File: src/rtl/uart_rx_cfg.sv
// uart_rx_cfg: 16x-oversampled UART receiver with a small first-word-fall-through
// receive FIFO.
//
// Optional build macro: UART_RX_MAJORITY_EN. When it is defined, each sample point
// takes a 2-of-3 vote over the ticks MID-1, MID and MID+1, and the decision is
// applied at MID+1. When it is undefined, a single sample is taken at MID.
//
// Ports:
//   clk_i           system clock
//   rst_i           synchronous, active-low reset
//   baud_tick_i     oversample tick, 1-cycle pulse
//   rx_serial_i     serial line, idle high
//   rx_data_o       FIFO head data (0 while the FIFO is empty)
//   rx_frame_err_o  FIFO head: a stop bit was sampled low
//   rx_parity_err_o FIFO head: parity mismatch
//   rx_break_o      FIFO head: all data bits 0 together with a frame error
//   rx_valid_o      FIFO not empty
//   rx_ready_i      consumer pop request
//   rx_overrun_o    sticky: a word was dropped because the FIFO was full
//   clear_err_i     clears rx_overrun_o
//   rx_busy_o       frame reception in progress (FSM not in IDLE)
//
// Handshake: a word leaves the FIFO on every clk_i edge where rx_valid_o and
// rx_ready_i are both high. rx_valid_o only drops through a pop or a reset, and
// the head fields hold steady while rx_valid_o is high and rx_ready_i is low.
module uart_rx_cfg #(
  parameter int DATA_BITS   = 8,
  parameter int OVERSAMPLE  = 16,
  parameter int PARITY_MODE = 0,
  parameter int STOP_BITS   = 1,
  parameter int FIFO_DEPTH  = 4
) (
  input  logic                 clk_i,
  input  logic                 rst_i,
  input  logic                 baud_tick_i,
  input  logic                 rx_serial_i,
  output logic [DATA_BITS-1:0] rx_data_o,
  output logic                 rx_frame_err_o,
  output logic                 rx_parity_err_o,
  output logic                 rx_break_o,
  output logic                 rx_valid_o,
  input  logic                 rx_ready_i,
  output logic                 rx_overrun_o,
  input  logic                 clear_err_i,
  output logic                 rx_busy_o
);
  localparam int TW  = $clog2(OVERSAMPLE);
  localparam int BW  = $clog2(DATA_BITS + 1);
  localparam int AW  = $clog2(FIFO_DEPTH);
  localparam int WW  = DATA_BITS + 3;
  localparam int MID = OVERSAMPLE / 2 - 1;
`ifdef UART_RX_MAJORITY_EN
  localparam int SMP = MID + 1;
`else
  localparam int SMP = MID;
`endif
  localparam logic [TW-1:0] SMP_T     = TW'(SMP);
  localparam logic [TW-1:0] LAST_T    = TW'(OVERSAMPLE - 1);
  localparam logic [BW-1:0] LAST_BIT  = BW'(DATA_BITS - 1);
  localparam logic [BW-1:0] LAST_STOP = BW'(STOP_BITS - 1);

  typedef enum logic [2:0] {IDLE, START, DATA, PARITY, STOP} state_t;

  state_t               state, state_n;
  logic [TW-1:0]        tick_cnt, tick_n;
  logic [BW-1:0]        bit_cnt, bit_n;
  logic [DATA_BITS-1:0] shreg, shreg_n;
  logic                 perr, perr_n, ferr, ferr_n, ferr_w;
  logic                 push;
  logic [WW-1:0]        push_word;
  logic [2:0]           sync;
  logic                 rx, samp;

  // Three-stage synchronizer; rx is the last stage.
  always_ff @(posedge clk_i) begin
    if (!rst_i) sync <= 3'b111;
    else        sync <= {sync[1:0], rx_serial_i};
  end
  assign rx = sync[2];

`ifdef UART_RX_MAJORITY_EN
  localparam logic [TW-1:0] MIDM1_T = TW'(MID - 1);
  localparam logic [TW-1:0] MID_T   = TW'(MID);
  logic [1:0] hist;  // rx captured at MID-1 (hist[1]) and MID (hist[0])

  always_ff @(posedge clk_i) begin
    if (!rst_i) hist <= '0;
    else if (baud_tick_i && (tick_cnt == MIDM1_T || tick_cnt == MID_T))
      hist <= {hist[0], rx};
  end
  // The current rx is the MID+1 sample, so the vote is available at MID+1.
  assign samp = (hist[1] & hist[0]) | (hist[1] & rx) | (hist[0] & rx);
`else
  assign samp = rx;
`endif

  always_ff @(posedge clk_i) begin
    if (!rst_i) begin
      state    <= IDLE;
      tick_cnt <= '0;
      bit_cnt  <= '0;
      shreg    <= '0;
      perr     <= 1'b0;
      ferr     <= 1'b0;
    end else begin
      state    <= state_n;
      tick_cnt <= tick_n;
      bit_cnt  <= bit_n;
      shreg    <= shreg_n;
      perr     <= perr_n;
      ferr     <= ferr_n;
    end
  end

  always_comb begin
    state_n   = state;
    tick_n    = tick_cnt;
    bit_n     = bit_cnt;
    shreg_n   = shreg;
    perr_n    = perr;
    ferr_n    = ferr;
    ferr_w    = ferr;
    push      = 1'b0;
    push_word = '0;
    if (baud_tick_i) begin
      tick_n = (tick_cnt == LAST_T) ? '0 : tick_cnt + 1'b1;
      case (state)
        IDLE: begin
          tick_n = '0;
          if (!rx) begin
            // The detecting tick counts as tick 0 of the start bit.
            state_n = START;
            tick_n  = TW'(1);
            bit_n   = '0;
            shreg_n = '0;
            perr_n  = 1'b0;
            ferr_n  = 1'b0;
          end
        end
        START: begin
          if (tick_cnt == SMP_T && samp) begin
            state_n = IDLE;
            tick_n  = '0;
          end else if (tick_cnt == LAST_T) begin
            state_n = DATA;
          end
        end
        DATA: begin
          // Shift in from the top: after DATA_BITS samples the first bit is at bit 0.
          if (tick_cnt == SMP_T) shreg_n = {samp, shreg[DATA_BITS-1:1]};
          if (tick_cnt == LAST_T) begin
            if (bit_cnt == LAST_BIT) begin
              bit_n = '0;
              if (PARITY_MODE != 0) state_n = PARITY;
              else                  state_n = STOP;
            end else begin
              bit_n = bit_cnt + 1'b1;
            end
          end
        end
        PARITY: begin
          if (tick_cnt == SMP_T) perr_n = ((^shreg) ^ samp) != (PARITY_MODE == 2);
          if (tick_cnt == LAST_T) state_n = STOP;
        end
        STOP: begin
          if (tick_cnt == SMP_T) begin
            ferr_w = ferr | ~samp;
            ferr_n = ferr_w;
            // Leave at the final stop bit's sample point so a back-to-back
            // start edge is not missed.
            if (bit_cnt == LAST_STOP) begin
              push      = 1'b1;
              push_word = {(shreg == '0) & ferr_w, perr, ferr_w, shreg};
              state_n   = IDLE;
              tick_n    = '0;
            end
          end else if (tick_cnt == LAST_T) begin
            bit_n = bit_cnt + 1'b1;
          end
        end
        default: begin
          state_n = IDLE;
          tick_n  = '0;
        end
      endcase
    end
  end

  assign rx_busy_o = (state != IDLE);

  // Receive FIFO: pointers wrap naturally at FIFO_DEPTH (power of 2).
  logic [WW-1:0] mem [FIFO_DEPTH];
  logic [AW-1:0] wr_ptr, rd_ptr;
  logic [AW:0]   count;
  logic          full, pop, do_push;
  logic [WW-1:0] head;

  assign full    = (count == (AW+1)'(FIFO_DEPTH));
  assign pop     = rx_valid_o & rx_ready_i;
  // A pop in the same cycle frees a slot, so a push into a full FIFO still fits.
  assign do_push = push & (~full | pop);

  always_ff @(posedge clk_i) begin
    if (do_push) mem[wr_ptr] <= push_word;
  end

  always_ff @(posedge clk_i) begin
    if (!rst_i) begin
      wr_ptr       <= '0;
      rd_ptr       <= '0;
      count        <= '0;
      rx_overrun_o <= 1'b0;
    end else begin
      if (do_push) wr_ptr <= wr_ptr + 1'b1;
      if (pop)     rd_ptr <= rd_ptr + 1'b1;
      case ({do_push, pop})
        2'b10:   count <= count + 1'b1;
        2'b01:   count <= count - 1'b1;
        default: count <= count;
      endcase
      // A new overrun outranks a simultaneous clear.
      if (push && full && !pop) rx_overrun_o <= 1'b1;
      else if (clear_err_i)     rx_overrun_o <= 1'b0;
    end
  end

  assign rx_valid_o      = (count != '0);
  // Storage is not reset; hold the head fields at 0 while the FIFO is empty.
  assign head            = rx_valid_o ? mem[rd_ptr] : '0;
  assign rx_data_o       = head[DATA_BITS-1:0];
  assign rx_frame_err_o  = head[DATA_BITS];
  assign rx_parity_err_o = head[DATA_BITS+1];
  assign rx_break_o      = head[DATA_BITS+2];
endmodule

File: config.mk
export PLATFORM = sky130hd
export DESIGN_NAME = uart_rx_cfg
export DESIGN_NICKNAME = d
export VERILOG_FILES = /design/src/rtl/uart_rx_cfg.sv
export SDC_FILE = /design/constraint.sdc
export NUM_CORES = 1
export LEC_CHECK = 0
export ABC_CLOCK_PERIOD_IN_PS = 2720
export CAP_MARGIN = 20
export CORE_MARGIN = 2
export CORE_UTILIZATION = 59
export DETAILED_ROUTE_END_ITERATION = 10
export GPL_ROUTABILITY_DRIVEN = 0
export HOLD_SLACK_MARGIN = 0.03
export MAX_ROUTING_LAYER = met4
export PLACE_DENSITY = 0.9
export REMOVE_ABC_BUFFERS = 1
export SYNTH_ARGS = -nofsm -noshare
export SYNTH_HDL_FRONTEND = slang
export SYNTH_SLANG_ARGS = --single-unit
File: constraint.sdc
create_clock -name clk_i -period 2.72 [get_ports clk_i]
set_input_delay 0.816 -clock clk_i [delete_from_list [all_inputs] [get_ports clk_i]]
set_output_delay 0.816 -clock clk_i [all_outputs]
set_load 0.01 [all_outputs]
==> flow_summary.json <==
{
  "design_area_um2": 4180,
  "vias": 2457,
  "die_x_um": 82.8,
  "slew_violations": 0,
  "cp.arrival_ns": 1.87,
  "cp_max_fo": 6,
  "relSlewSlack": 0.653,
  "track_usage": 0.221,
  "cts_buffer_depth": 2,
  "fin_crit_sh": 0.986,
  "antenna_found_initial": 0,
  "antenna_left": 0,
  "layout_min_cycle_time_ns": 2.68,
  "whs_ns": 0.409,
  "clock-sinks": 78,
  "drive_above_1_share": 0.177,
  "grt_start_max_net_pins": 20,
  "min_to": "sync[2]$_SDFF_PN1_",
  "yosys.cell_types.count": 55,
  "synth_warnings": 0,
  "clockRootBuffer": "clkbuf_8",
  "power_mw": 3.08,
  "powerDensity_nw_per_um2": 737,
  "wl_per_cell_um": 16.5,
  "worstMarginPinSlew_ns": 0.519,
  "drt_iter0_drc": 171,
  "synth_edf_count": 44,
  "path_class": "reg2out",
  "ir_drop_mv": 0.739,
  "numPortBuffers": 19,
  "insertion_delay_ns": 0.35,
  "routed_wl_um": 6940,
  "firstDrtPassIters": 6,
  "finalClockSkew_ns": 0.0106,
  "cts_made_buffers": 9,
  "die_area_um2": 6860,
  "synth.cell_area_um2": 3660,
  "grt_pass1_wl_um": 11600,
  "antenna_cells": 0,
  "postCtsHoldBufs": 0,
  "hold_viol": 0,
  "status": "complete, no violations",
  "netlist_instances": 312,
  "fillers": 419,
  "drc": 0,
  "cp_data_required_time_ns": 1.90,
  "coreArea_um2": 5960,
  "async_flop_share": 0,
  "setup_violations": 0,
  "power.leakage_nw": 1.39,
  "r2r-start": "tick_cnt[1]$_SDFFE_PN0P_",
  "multiInputGateArea_um2": 1480,
  "mostFrequentLayoutCells": "edfxtp_1 (44), dfxtp_1 (32), nor2_1 (23)",
  "synth.avg_cell_area_um2": 11.7,
  "hpwlAfterDp_um": 4740,
  "yosysSeqAreaShare": 0.546,
  "ioPinCount": 20,
  "hp-class": "reg2reg",
  "fin_nets": 358,
  "max_freq_mhz": 373,
  "placed_area_um2": 3960,
  "cap_violations": 0,
  "hp-start": "sync[1]$_SDFF_PN1_",
  "clk_transition_reported_paths_ns": 0.09,
  "initial_utilization": 0.615,
  "setup.worst_path.start_class": "flop",
  "htreeDepth": 3,
  "die_h_um": 82.8,
  "grt_overflow": 0,
  "rrSetupSlack_ns": 0.60,
  "placed_cells": 401,
  "areaGrowthSynthToFinish_pct": 14.1,
  "r2r.worst_path.cells": 6,
  "finalNonFillerCells": 420,
  "min_path_cells": 1,
  "rows": 28,
  "reg2reg_to": "bit_cnt[3]$_SDFFE_PN0P_",
  "register_area_um2": 2010,
  "synth-main-ff-cell": "edfxtp_1",
  "grt_pass1_vias": 2390,
  "final_common_cell": "edfxtp_1",
  "synth-seq-cells": 78,
  "tritoncts": "yes",
  "vias_per_cell": 5.85,
  "end_kind": "primary output"
}
power by group:
part | switching [mW] | total [mW] | internal [mW]
registers | 0.0611 | 1.34 | 1.28
clock network | 0.425 | 0.818 | 0.393
logic | 0.434 | 0.925 | 0.492
flip-flops by register name, summed over array words and instances (netlist names), named ones only:
| name | flops |
|---|---|
| wr_ptr | 2 |
| mem | 44 |
| count | 3 |
| ferr | 1 |
| sync | 3 |
| state | 3 |
| tick_cnt | 4 |
| bit_cnt | 4 |
| perr | 1 |
| rd_ptr | 2 |
| rx_overrun_o | 1 |
| shreg | 8 |
stage by stage:
stage	setup WS, ns	setup TNS, ns	utilization
floorplan	0.324	0	-
global placement	0.0461	0	0.664
detailed placement	0.0469	0	0.664
CTS	0.00983	0	0.697
global route	-0.0292	-0.0292	0.702
finish	0.0390	0	0.702
worst max path at each step:
stage                                  to  slack, ns  cells past startpoint
finish                       rx_data_o[2]       0.04                      5
global route                 rx_data_o[2]      -0.03                      5
CTS                          rx_data_o[3]       0.01                      5
detailed placement  count[2]$_SDFFE_PN0P_       0.05                      8
global placement    count[2]$_SDFFE_PN0P_       0.05                      8
floorplan           count[2]$_SDFFE_PN0P_       0.32                      7
critical path, cell delays in order, from the launching register on:
cell	delay, ns
dfxtp_4	0.38
buf_12	0.13
buf_4	0.11
mux4_2	0.50
nor2b_1	0.16
clkdlybuf4s15_1	0.24
metal layers:
| metal | up-vias | GRT usage | part of all wire | routed length [um] |
|---|---|---|---|---|
| met5 | - | - | 0 | 0 |
| met4 | 0 | 0.109 | 0.034 | 238 |
| met3 | 29 | 0.0497 | 0.049 | 337 |
| met2 | 80 | 0.350 | 0.51 | 3530 |
| met1 | 1165 | 0.268 | 0.41 | 2830 |
| li1 | 1183 | - | - | - |
synth_stat cells, types with 3 or more instances:
cell	n	area, um^2
a21oi_1	17	85.1
a31oi_1	3	18.8
a32o_1	4	40.0
and2_2	4	30.0
and3_1	3	18.8
clkbuf_1	11	41.3
dfxtp_1	34	681
edfxtp_1	44	1320
ha_1	11	138
inv_1	22	82.6
mux4_2	11	248
nand2_1	18	67.6
nand2b_1	5	31.3
nand3_1	12	60.1
nand3b_1	3	22.5
nand4_1	4	25.0
nor2_1	23	86.3
nor2b_1	16	100
nor3_1	5	25.0
o21ai_0	11	55.1
xnor2_1	6	52.6
timing repair:
action                                  in CTS  in global routing
cloned                                       0                  1
endpoints found under the setup margin      11                  1
hold endpoints to repair                     0                  0
setup buffers                                2                  0
resized for setup                           14                  2
cell families (layout without fill, tap and decap cells):
family | after synthesis | count (layout) | synth area share
buf+inv | 40 | 73 | 0.0495
compound gates | 46 | 46 | 0.0816
mux | 15 | 15 | 0.0802
simple gates | 113 | 113 | 0.180
fa+ha+maj | 12 | 12 | 0.0430
xor+xnor | 8 | 8 | 0.0191
flops | 78 | 78 | 0.546
final cells by class:
cell class / instances / area share
clock buffers: 11 / 0.0365
inverters: 23 / 0.0206
clock inverters: 5 / 0.00957
repair buffers: 34 / 0.0769
well taps: 75 / 0.0224
multi-input cells: 194 / 0.354
flip-flops and latches: 78 / 0.480
Note: power is estimated with default switching activity, not from simulation.
